==> src/rtl/dispatch_buffer_pkg.sv <==
// Shared types and instruction helpers for the fetch-to-dispatch buffer.
package dispatch_buffer_pkg;

    localparam int unsigned XLEN = 32;
    localparam int unsigned ILEN = 32;

    localparam logic [6:0]      OPC_STORE = 7'b0100011;
    localparam logic [ILEN-1:0] INST_WFI  = 32'h1050_0073;

    typedef struct packed {
        logic            valid;
        logic            predict_direction;
        logic [XLEN-1:0] pc;
        logic [ILEN-1:0] inst;
    } if_id_packet_t;

    function automatic logic is_store_inst(input logic [ILEN-1:0] inst);
        return inst[6:0] == OPC_STORE;
    endfunction

    function automatic logic is_halt_inst(input logic [ILEN-1:0] inst);
        return inst == INST_WFI;
    endfunction

endpackage

==> src/rtl/dispatch_buffer_if.sv <==
// Fetch-side and dispatch-side signals of the dispatch buffer.
interface dispatch_buffer_if #(
    parameter int unsigned WIDTH = 3,
    parameter int unsigned DEPTH = 8,
    parameter int unsigned CNT_W = 6
);
    import dispatch_buffer_pkg::*;

    logic                              squash;
    if_id_packet_t [WIDTH-1:0]         if_packet_in;
    logic                              if_stall;
    logic [CNT_W-1:0]                  rob_free;
    logic [CNT_W-1:0]                  rs_free;
    logic [CNT_W-1:0]                  sq_free;
    if_id_packet_t [WIDTH-1:0]         dis_packet_out;
    logic [$clog2(WIDTH+1)-1:0]        dis_count;
    logic [$clog2(DEPTH+1)-1:0]        occupancy;
    logic                              halted;

    modport master (
        output squash, if_packet_in, rob_free, rs_free, sq_free,
        input  if_stall, dis_packet_out, dis_count, occupancy, halted
    );

    modport slave (
        input  squash, if_packet_in, rob_free, rs_free, sq_free,
        output if_stall, dis_packet_out, dis_count, occupancy, halted
    );

endinterface

==> src/rtl/dispatch_lane_select.sv <==
// Picks how many of the oldest buffered entries can be released this cycle,
// given credits and the group-cutting rules for stores, taken branches and halts.
module dispatch_lane_select
    import dispatch_buffer_pkg::*;
#(
    parameter int unsigned WIDTH = 3,
    parameter int unsigned OCC_W = 4,
    parameter int unsigned CNT_W = 6
) (
    input  logic [WIDTH-1:0][ILEN-1:0]  cand_inst,
    input  logic [WIDTH-1:0]            cand_taken,
    input  logic [OCC_W-1:0]            occupancy,
    input  logic [CNT_W-1:0]            rob_free,
    input  logic [CNT_W-1:0]            rs_free,
    input  logic [CNT_W-1:0]            sq_free,
    output logic [$clog2(WIDTH+1)-1:0]  dis_count_c,
    output logic [WIDTH-1:0]            lane_mask_c,
    output logic                        halt_taken_c
);

    localparam int unsigned DC_W  = $clog2(WIDTH + 1);
    localparam int unsigned LIM_W = (CNT_W > OCC_W) ? CNT_W : OCC_W;

    logic [LIM_W-1:0] limit;
    logic [CNT_W-1:0] stores_taken;
    logic             stop;
    logic             st;
    logic             hlt;

    // Upper bound from buffer contents, lane count and ROB/RS credits.
    always_comb begin
        limit = LIM_W'(occupancy);
        if (LIM_W'(WIDTH) < limit)    limit = LIM_W'(WIDTH);
        if (LIM_W'(rob_free) < limit) limit = LIM_W'(rob_free);
        if (LIM_W'(rs_free) < limit)  limit = LIM_W'(rs_free);
    end

    // Oldest-first scan; cand index k is the k-th oldest entry.
    always_comb begin
        dis_count_c  = '0;
        lane_mask_c  = '0;
        halt_taken_c = 1'b0;
        stores_taken = '0;
        stop         = 1'b0;
        st           = 1'b0;
        hlt          = 1'b0;
        for (int unsigned k = 0; k < WIDTH; k++) begin
            st  = is_store_inst(cand_inst[k]);
            hlt = is_halt_inst(cand_inst[k]);
            if (!stop && (LIM_W'(k) < limit)) begin
                if (st && (stores_taken == sq_free)) begin
                    stop = 1'b1;
                end else begin
                    lane_mask_c[k] = 1'b1;
                    dis_count_c    = dis_count_c + DC_W'(1);
                    if (st)                 stores_taken = stores_taken + CNT_W'(1);
                    if (cand_taken[k] || hlt) stop = 1'b1;
                    if (hlt)                halt_taken_c = 1'b1;
                end
            end
        end
    end

endmodule

==> src/rtl/dispatch_buffer.sv <==
// In-order circular buffer between fetch and dispatch: compacting enqueue of up to
// WIDTH packets, credit-limited oldest-first release, halt freeze and squash flush.
module dispatch_buffer
    import dispatch_buffer_pkg::*;
#(
    parameter int unsigned WIDTH = 3,
    parameter int unsigned DEPTH = 8,
    parameter int unsigned CNT_W = 6
) (
    input  logic           clock,
    input  logic           reset,
    dispatch_buffer_if.slave bus
);

    localparam int unsigned PTR_W = $clog2(DEPTH);
    localparam int unsigned OCC_W = $clog2(DEPTH + 1);
    localparam int unsigned DC_W  = $clog2(WIDTH + 1);

    if ((DEPTH < 2 * WIDTH) || ((DEPTH & (DEPTH - 1)) != 0)) begin : g_bad_params
        $error("dispatch_buffer: DEPTH must be a power of 2 and at least 2*WIDTH");
    end

    if_id_packet_t             mem_q [DEPTH];
    if_id_packet_t             mem_d [DEPTH];
    logic [PTR_W-1:0]          head_q, head_d;
    logic [PTR_W-1:0]          tail_q, tail_d;
    logic [OCC_W-1:0]          occupancy_q, occupancy_d;
    logic                      halted_q, halted_d;

    if_id_packet_t [WIDTH-1:0] cand;
    logic [WIDTH-1:0][ILEN-1:0] cand_inst;
    logic [WIDTH-1:0]          cand_taken;
    logic [DC_W-1:0]           sel_count;
    logic [WIDTH-1:0]          sel_mask;
    logic                      sel_halt;
    logic                      dis_en;
    logic                      enq_en;
    logic                      if_stall_c;
    logic [DC_W-1:0]           dis_count_c;
    logic [DC_W-1:0]           enq_cnt;
    logic                      enq_cut;
    if_id_packet_t [WIDTH-1:0] dis_out;

    // Stall decision looks only at the registered count, never at this cycle's release.
    assign if_stall_c  = !reset || ((OCC_W'(DEPTH) - occupancy_q) < OCC_W'(WIDTH));
    assign enq_en      = !if_stall_c && !bus.squash;
    assign dis_en      = reset && !bus.squash && !halted_q;
    assign dis_count_c = dis_en ? sel_count : '0;

    always_comb begin
        for (int unsigned k = 0; k < WIDTH; k++) begin
            cand[k]       = mem_q[head_q + PTR_W'(k)];
            cand_inst[k]  = cand[k].inst;
            cand_taken[k] = cand[k].predict_direction;
        end
    end

    dispatch_lane_select #(
        .WIDTH (WIDTH),
        .OCC_W (OCC_W),
        .CNT_W (CNT_W)
    ) u_lane_select (
        .cand_inst    (cand_inst),
        .cand_taken   (cand_taken),
        .occupancy    (occupancy_q),
        .rob_free     (bus.rob_free),
        .rs_free      (bus.rs_free),
        .sq_free      (bus.sq_free),
        .dis_count_c  (sel_count),
        .lane_mask_c  (sel_mask),
        .halt_taken_c (sel_halt)
    );

    // Compacting enqueue, oldest lane first; younger lanes after a predicted-taken branch are dropped.
    always_comb begin
        mem_d   = mem_q;
        enq_cnt = '0;
        enq_cut = 1'b0;
        if (enq_en) begin
            for (int l = int'(WIDTH) - 1; l >= 0; l--) begin
                if (!enq_cut && bus.if_packet_in[l].valid) begin
                    mem_d[tail_q + PTR_W'(enq_cnt)] = bus.if_packet_in[l];
                    enq_cnt = enq_cnt + DC_W'(1);
                    enq_cut = bus.if_packet_in[l].predict_direction;
                end
            end
        end
    end

    always_comb begin
        head_d      = head_q;
        tail_d      = tail_q;
        occupancy_d = occupancy_q;
        halted_d    = halted_q;
        if (bus.squash) begin
            head_d      = '0;
            tail_d      = '0;
            occupancy_d = '0;
            halted_d    = 1'b0;
        end else begin
            head_d      = head_q + PTR_W'(dis_count_c);
            tail_d      = tail_q + PTR_W'(enq_cnt);
            occupancy_d = occupancy_q + OCC_W'(enq_cnt) - OCC_W'(dis_count_c);
            halted_d    = halted_q | (dis_en & sel_halt);
        end
    end

    always_ff @(posedge clock) begin
        if (!reset) begin
            head_q      <= '0;
            tail_q      <= '0;
            occupancy_q <= '0;
            halted_q    <= 1'b0;
        end else begin
            head_q      <= head_d;
            tail_q      <= tail_d;
            occupancy_q <= occupancy_d;
            halted_q    <= halted_d;
        end
    end

    // Payload storage needs no reset; occupancy alone defines which entries are live.
    always_ff @(posedge clock) begin
        mem_q <= mem_d;
    end

    // Oldest released entry lands in the top lane.
    always_comb begin
        for (int unsigned k = 0; k < WIDTH; k++) begin
            dis_out[WIDTH-1-k]       = cand[k];
            dis_out[WIDTH-1-k].valid = dis_en & sel_mask[k];
        end
    end

    assign bus.if_stall       = if_stall_c;
    assign bus.dis_packet_out = dis_out;
    assign bus.dis_count      = dis_count_c;
    assign bus.occupancy      = occupancy_q;
    assign bus.halted         = halted_q;

endmodule
==> src/flat_wrapper.sv <==
// flat-port wrapper written by rule: the top's interface ports become plain ports
module dispatch_buffer_flat import dispatch_buffer_pkg::*;
#(
    parameter int unsigned WIDTH = 3,
    parameter int unsigned DEPTH = 8,
    parameter int unsigned CNT_W = 6
)
  (clock, reset, bus_squash, bus_if_packet_in, bus_rob_free, bus_rs_free, bus_sq_free, bus_if_stall, bus_dis_packet_out, bus_dis_count, bus_occupancy, bus_halted);
  dispatch_buffer_if #(.WIDTH(WIDTH), .DEPTH(DEPTH), .CNT_W(CNT_W)) bus_i ();
  input  logic clock;
  input  logic reset;
  input wire logic [$bits(bus_i.squash)-1:0] bus_squash;
  input wire logic [$bits(bus_i.if_packet_in)-1:0] bus_if_packet_in;
  input wire logic [$bits(bus_i.rob_free)-1:0] bus_rob_free;
  input wire logic [$bits(bus_i.rs_free)-1:0] bus_rs_free;
  input wire logic [$bits(bus_i.sq_free)-1:0] bus_sq_free;
  output wire logic [$bits(bus_i.if_stall)-1:0] bus_if_stall;
  output wire logic [$bits(bus_i.dis_packet_out)-1:0] bus_dis_packet_out;
  output wire logic [$bits(bus_i.dis_count)-1:0] bus_dis_count;
  output wire logic [$bits(bus_i.occupancy)-1:0] bus_occupancy;
  output wire logic [$bits(bus_i.halted)-1:0] bus_halted;
  assign bus_i.squash = bus_squash;
  assign bus_i.if_packet_in = bus_if_packet_in;
  assign bus_i.rob_free = bus_rob_free;
  assign bus_i.rs_free = bus_rs_free;
  assign bus_i.sq_free = bus_sq_free;
  assign bus_if_stall = bus_i.if_stall;
  assign bus_dis_packet_out = bus_i.dis_packet_out;
  assign bus_dis_count = bus_i.dis_count;
  assign bus_occupancy = bus_i.occupancy;
  assign bus_halted = bus_i.halted;
  dispatch_buffer #(.WIDTH(WIDTH), .DEPTH(DEPTH), .CNT_W(CNT_W)) u_core (.clock(clock), .reset(reset), .bus(bus_i));
endmodule
==> config.mk <==
export PLATFORM = sky130hd
export DESIGN_NAME = dispatch_buffer_flat
export DESIGN_NICKNAME = d
export VERILOG_FILES = /design/src/rtl/dispatch_buffer_pkg.sv /design/src/rtl/dispatch_buffer_if.sv /design/src/rtl/dispatch_lane_select.sv /design/src/rtl/dispatch_buffer.sv /design/src/flat_wrapper.sv
export SDC_FILE = /design/constraint.sdc
export NUM_CORES = 2
export LEC_CHECK = 0
export ABC_AREA = 1
export CORE_MARGIN = 8
export CORE_UTILIZATION = 45
export CTS_CLUSTER_DIAMETER = 40
export DETAILED_ROUTE_END_ITERATION = 6
export PLACE_DENSITY_LB_ADDON = 0.15
export REMOVE_ABC_BUFFERS = 1
export SLEW_MARGIN = 20
export SYNTH_ARGS = -nofsm -noshare
export SYNTH_HDL_FRONTEND = slang
export SYNTH_SLANG_ARGS = --single-unit
==> constraint.sdc <==
create_clock -name clock -period 31.1 [get_ports clock]
set_input_delay 6.22 -clock clock [delete_from_list [all_inputs] [get_ports clock]]
set_output_delay 6.22 -clock clock [all_outputs]
set_load 0.02 [all_outputs]
### Yosys cells after proc, flatten, opt, wreduce, memory -nomap -nowiden

Index checks and enable logic that the tools add are counted.

| word-level totals | value |
|---|---|
| register bits | 539 |
| logic and storage cells | 182 |
| bits of input ports | 219 |

| operators by class | value |
|---|---|
| reduce and logical (&&, ||, !) cells | 26 |
| bitwise gates (word level) | 12 |
| eq/ne operators | 8 |
| order comparisons | 16 |
| multiplexer cells | 70 |
| add/subtract/negate cells | 14 |

Operator list:

| operator | count |
|---|---|
| $mux W528 | 5 |
| $bwmux W528 | 3 |
| $bmux W66 S3 | 3 |
| $demux W66 S3 | 3 |
| $mux W65 | 6 |
| $mux W66 | 3 |
| $eq A32 B29 Y1 const B | 3 |
| $mux W1 | 31 |
| $mux W6 | 5 |
| $ge A4 B4 Y1 const B | 6 |
| $not A3 Y4 | 6 |
| $eq A7 B6 Y1 const B | 3 |
| $mux W2 | 10 |
| $logic_and A1 B1 Y1 | 13 |
| $add A3 B2 Y3 | 4 |
| $eq A6 B6 Y1 | 2 |
| $lt A1 B6 Y1 const A | 2 |
| $lt A4 B1 Y1 const B | 3 |
| $lt A6 B6 Y1 | 2 |
| $add A2 B1 Y2 const B | 4 |
| $logic_not A1 Y1 | 8 |
| $add A6 B1 Y6 const B | 1 |
| $logic_not A6 Y1 | 1 |
| $lt A2 B6 Y1 const A | 1 |
| 13 further kinds | 18 |

### Depth between registers and ports, before layout

| logic depth | value |
|---|---|
| depth after elaboration | 18 |
| gate-level depth with buffers | 41 |
| depth with buffers taken out | 41 |

### Modules after synthesis

A second synthesis with hierarchy kept.

| unflattened totals | value |
|---|---|
| cell total of the unflattened synthesis | 8,011 |
| area total of the unflattened synthesis | 47,621.9 µm² |

By module, submodules not included:

| module | seq. area each (µm²) | area each (µm²) | cells each | instances |
|---|---|---|---|---|
| dispatch_buffer | 15,835.2 | 46,719.8 | 7,846 | 1 |
| dispatch_lane_select | 0.0 | 902.1 | 165 | 1 |

### Worst setup path after synthesis

No wires, ideal clock.

| timing | value |
|---|---|
| path type | input-to-reg |
| start | in reset |
| end | reg u_core.occupancy_q[3] (netlist: u_core.bus.occupancy[3]) |
| buffers on the path | 0 |
| setup time | 0.070 ns |
| data required time | 31.030 ns |
| stages | 14 |
| data arrival time | 30.971 ns |
| setup slack | 0.060 ns |
| cells stage by stage | inv_1 > nor2_1 > inv_1 > nor2_1 > inv_1 > a21oi_1 > o21ai_0 > fa_1 > inv_1 > ha_1 > a21o_1 > a21oi_1 > o21ai_0 > a21oi_1 |

| on the way | value |
|---|---|
| longest elaborated chain between the ends | 7 |
| elaborated cells between the ends (all ways) | 12 |

Ends and longest elaborated chain:

| what | RTL line | text |
|---|---|---|
| start: declaration | flat_wrapper.sv:11 | `input logic reset;` |
| $logic_not A1 Y1 | n/a |  |
| $logic_or A1 B1 Y1 | dispatch_buffer.sv:45 | `assign if_stall_c = !reset \|\| ((OCC_W'(DEPTH) - occupancy_q) < OCC_W'(WIDTH));` |
| $logic_not A1 Y1 | dispatch_buffer.sv:46 | `assign enq_en = !if_stall_c && !bus.squash;` |
| $logic_and A1 B1 Y1 | dispatch_buffer.sv:46 |  |
| net u_core.enq_en | dispatch_buffer.sv:37 | `logic enq_en;` |
| $mux W2 | dispatch_buffer.sv:79 | `if (enq_en) begin` |
| $add A4 B2 Y4 | dispatch_buffer.sv:103 | `occupancy_d = occupancy_q + OCC_W'(enq_cnt) - OCC_W'(dis_count_c);` |
| $sub A4 B2 Y4 | dispatch_buffer.sv:103 |  |
| end signal: assignment | dispatch_buffer.sv:117 | `occupancy_q <= occupancy_d;` |
| end: declaration | dispatch_buffer.sv:27 | `logic [OCC_W-1:0] occupancy_q, occupancy_d;` |

The timed path passes the listed nets, and every way through them passes these cells.
A chain may end at the register's enable or synchronous reset.

### Worst setup path after layout

| timing | value |
|---|---|
| start | in bus_rob_free[3] |
| end | out bus_dis_count[0] |

| on the way | value |
|---|---|
| longest elaborated chain between the ends | 15 |
| elaborated cells between the ends (all ways) | 32 |

Ends and longest elaborated chain:

| what | RTL line | text |
|---|---|---|
| start: declaration | flat_wrapper.sv:14 | `input wire logic [$bits(bus_i.rob_free)-1:0] bus_rob_free;` |
| $lt A6 B6 Y1 | dispatch_lane_select.sv:34 | `if (LIM_W'(rob_free) < limit) limit = LIM_W'(rob_free);` |
| $mux W6 * | dispatch_lane_select.sv:34 |  |
| $lt A6 B6 Y1 | dispatch_lane_select.sv:35 | `if (LIM_W'(rs_free) < limit) limit = LIM_W'(rs_free);` |
| $mux W6 * | dispatch_lane_select.sv:35 |  |
| $lt A1 B6 Y1 | dispatch_lane_select.sv:50 | `if (!stop && (LIM_W'(k) < limit)) begin` |
| $mux W1 | dispatch_lane_select.sv:50 |  |
| $add A6 B1 Y6 / $eq A6 B6 Y1 (equally long branches) | dispatch_lane_select.sv:56, dispatch_lane_select.sv:51 |  |
| $mux W6 / $logic_and A1 B1 Y1 (equally long branches) | dispatch_lane_select.sv:56, dispatch_lane_select.sv:51 |  |
| $mux W6 | dispatch_lane_select.sv:51 | `if (st && (stores_taken == sq_free)) begin` |
| $mux W6 | dispatch_lane_select.sv:50 |  |
| $eq A6 B6 Y1 | dispatch_lane_select.sv:51 |  |
| $logic_and A1 B1 Y1 | dispatch_lane_select.sv:51 |  |
| $mux W2 | dispatch_lane_select.sv:51 |  |
| $mux W2 * | dispatch_lane_select.sv:50 |  |
| $mux W2 * | dispatch_buffer.sv:48 | `assign dis_count_c = dis_en ? sel_count : '0;` |
| end: declaration | flat_wrapper.sv:19 | `output wire logic [$bits(bus_i.dis_count)-1:0] bus_dis_count;` |

Every way passes the cells marked *; elsewhere a longest branch is shown, timed or not.

==> results.toml <==
[worst_hold_path]
timing.hold.worst_path_depth = 3
min-delay-path-class = "register to register"

[logic_synthesis]
mappedNetlistArea_um2 = 42900
dominant_cell_by_count_in_the_synthesized_netlist = "nand2_1"
synth_enable_flop_cells = 520
synth_top_cells_by_area = "edfxtp_1 (36%), o211ai_1 (17%), nand2_1 (13%), o21ai_0 (11%), clkbuf_1 (4.0%)"
synthFlopType = "edfxtp_1"
ys_seq_elements = 531
commonest_cells_in_the_netlist = "nand2_1 (1,491), o211ai_1 (956), o21ai_0 (910)"
netlist-cell-type-count = 52
part_of_the_yosys_area_used_for_sequential_elements = 0.369
post-synth-top-area-fraction = 0.364
syn-instance-count = 5899
synth.yosys.warnings = 0
fraction_of_synthesis_flops_using_an_asynchronous_set_or_reset_pin = 0
mean_area_per_synthesized_cell_um2 = 7.28
synth_top_area_cell = "edfxtp_1"

[setup_path]
timing.critical_path.buf_inv = 4
cpLargestDelayFamily = "simple AND/OR/NAND/NOR gates"
depth_of_the_most_critical_reg_to_reg_path = 24
crit_path_start_kind = "input pin"
crit_path_end_kind = "output port"
maximum_fanout_encountered_on_the_critical_timing_path = 7
cp_slowest_stage_delay_ns = 0.70
worst_setup_path_category = "input pin to output port"
cp_data_arrival_time_ns = 11.56
critPathRequiredTime_ns = 24.88
cp_num_cells = 30
critical-path-slowest-cell = "clkdlybuf4s50_1"
most_common_cell_type_on_the_critical_path = "nand2_1"

[clocking]
post_cts.resized_instances = 0
clock_tree.root_cell = "clkbuf_16"
cts_num_sinks = 531
insertion_delay_ns = 0.73
cts_hold_buffers = 0
cts_tree = "done"
clock_tree.buffer_depth = 3
cts_setup_buffers = 0
cts.htree.levels = 4
clock_buffer_count_from_cts = 132
worst_setup_hold_path_clk_slew_ns = 0.04

[sta]
setup-tns-final_ns = 0
tightest_slew_ns = 1.18
period_share = 0.572
slew_viol_final = 0
final_period_minus_worst_setup_slack_ns = 17.78
timing.clock.skew_ns = 0.0322
normalized_max_slew_margin = 0.213
report.final.hold_viol_count = 0
max_clock_freq_ghz = 0.0562
grt_setup_unrepaired = "no"
post-route-worst-setup-slack_ns = 13.32
setup_violations = 0

[power]
netSwitchingPower_mw = 1.17
power_switching_share = 0.341
ir_worst_vdd_mv = 0.0493
leakage_nw = 19.4
p_seq_frac = 0.290
intPower_mw = 2.26
clock_power_frac = 0.412
total_power_mw = 3.44
power.combinational.fraction = 0.298
power_density_nw_per_um2 = 66.9

[placed_design]
placed_cell_area_um2 = 46800
gpl.final_weighted_congestion = 0.879
dp.cells = 7040
portBuffers = 424
detailedPlacementHpwl_mm = 104
place_ws_ns = 13.32

[global_route]
maximum_number_of_pins_on_one_net_before_global_route_repair = 233
global_route.usage.met2 = 0.485
met3_usage = 0.0827
grt_overflow_total = 0
first_global_vias = 42100
grt_usage = 0.320
grt_antenna_before_repair = 15
grtUsageMet1 = 0.429
grt_first_pass_wirelength_mm = 265
peak_usage_layer_in_the_global_routing_report = "met2"

[die]
placement_rows = 113
design.die.area_um2 = 106000
fp.coreArea_um2 = 94700
die_h_um = 325
io_pins = 425
floorplan.die.width_um = 325
start_util = 0.453

[route]
routed_wirelength_mm = 178
route.antenna.remaining_nets = 0
route.vias.total = 46000
drt_pre_antenna_iters = 7
initialDrtViolationCount = 6824
route.detailed.vias_per_inst = 6.31
route.detailed.drc = 1
detail_route.wl_per_cell_um = 24.4

[final_layout]
final_net_count = 6156
final_cell_area_um2 = 51400
n_fill_cell = 9065
syn_to_layout_area_delta_pct = 19.7
drive_gt1_frac = 0.0547
instances_no_fill = 7295

[outcome]
result_of_the_run = "complete, but fails checks"
failed_checks = "design-rule violations"

[job]
max_cap_viol_count = 0
power by group through the flow:
stage	Combinational (mW)	Clock (mW)	Sequential, mW
finish	1.02	1.42	0.997
global route	1.12	1.46	1.01
CTS	1.01	1.42	0.994
detailed placement	1.01	0	1.01
global placement	0.996	0	1.00
floorplan	0.621	0	1.09
layer usage:
layer,part of all wire,wire (µm),vias up
li1,-,-,21200
met1,0.40,71100,21400
met2,0.43,76900,2898
met3,0.12,22000,480
met4,0.045,7960,10
met5,0.00035,63,-
cells by family after synthesis:
family | after synthesis | synth area share
AOI/OAI and AO/OA | 2355 | 0.339
adders and majority gates | 28 | 0.00904
other | 1 | 0.0000874
xor gates and xnor gates | 7 | 0.00160
DFF | 531 | 0.369
and+or+nand+nor | 1917 | 0.177
buffers and inverters | 1039 | 0.0995
muxes | 21 | 0.00490
layout by cell type, fill, tap and decap left out, types with 15 or more instances in the layout:
cell type        instances
nand2_1               1469
o211ai_1               956
o21ai_0                910
edfxtp_1               520
clkdlybuf4s50_1        424
inv_1                  423
a21oi_1                283
nor2_1                 251
clkbuf_16              138
nand4_1                103
buf_4                   59
o21ai_1                 54
a211oi_1                50
a31oi_1                 41
nand3_1                 26
clkbuf_1                25
ha_1                    22
mux2i_1                 21
o22ai_1                 20
nand2_4                 19
clkinv_2                18
bufinv_16               17
clkinv_1                16
o21a_1                  15
worst reg2reg max path: stages, from the launching register on:
cell,delay (ns)
dfxtp_4,0.71
buf_12,0.65
ha_4,0.51
inv_4,0.71
buf_4,0.89
o21ai_0,0.31
o211ai_1,0.26
o21a_1,0.19
nor3_1,0.08
nand3_1,0.15
nor2_1,0.07
nand2_1,0.17
nand2_1,0.10
a21oi_2,0.16
nand4_2,0.16
nand2_1,0.09
nand2_1,0.05
nor2_1,0.34
fa_1,0.49
inv_1,0.10
ha_1,0.24
a21o_1,0.18
a21oi_1,0.15
o21ai_0,0.09
a21oi_1,0.12
area by class of cell:
| cell class | count | area, µm² | area share |
|---|---|---|---|
| flip-flops and latches | 531 | 15800 | 0.308 |
| inverters | 429 | 1630 | 0.0318 |
| clock buffers | 164 | 3560 | 0.0693 |
| well taps | 1265 | 1580 | 0.0308 |
| repair buffers | 485 | 4730 | 0.0920 |
| multi-input cells | 4330 | 23100 | 0.449 |
| clock inverters | 80 | 937 | 0.0182 |
| diodes | 11 | 27.5 | 0.000536 |
metrics by stage:
step | utilization | hold WS (ns)
6_report | 0.542 | 0.642
3_5_place_dp | 0.494 | 0.634
3_3_place_gp | 0.494 | 0.633
5_1_grt | 0.542 | 0.737
2_1_floorplan | - | 0.602
4_1_cts | 0.542 | 0.642
final timing paths:
path	start	endpoint	slack [ns]
worst max register to register	u_core.head_q[0]	u_core.bus.occupancy[3]	24.07
worst max-delay path	bus_rob_free[3]	bus_dis_count[0]	13.32
worst min register to register	u_core.bus.occupancy[3]	u_core.bus.occupancy[3]	0.64
worst min-delay path	u_core.bus.occupancy[3]	u_core.bus.occupancy[3]	0.64
state kept, by name, summed over array words and instances, names as in the netlist:
signal / cells
u_core.bus.occupancy: 4
u_core.bus.halted: 1
u_core.mem_q: 520
u_core.tail_q: 3
u_core.head_q: 3
Power figures use the tool's default switching activity.
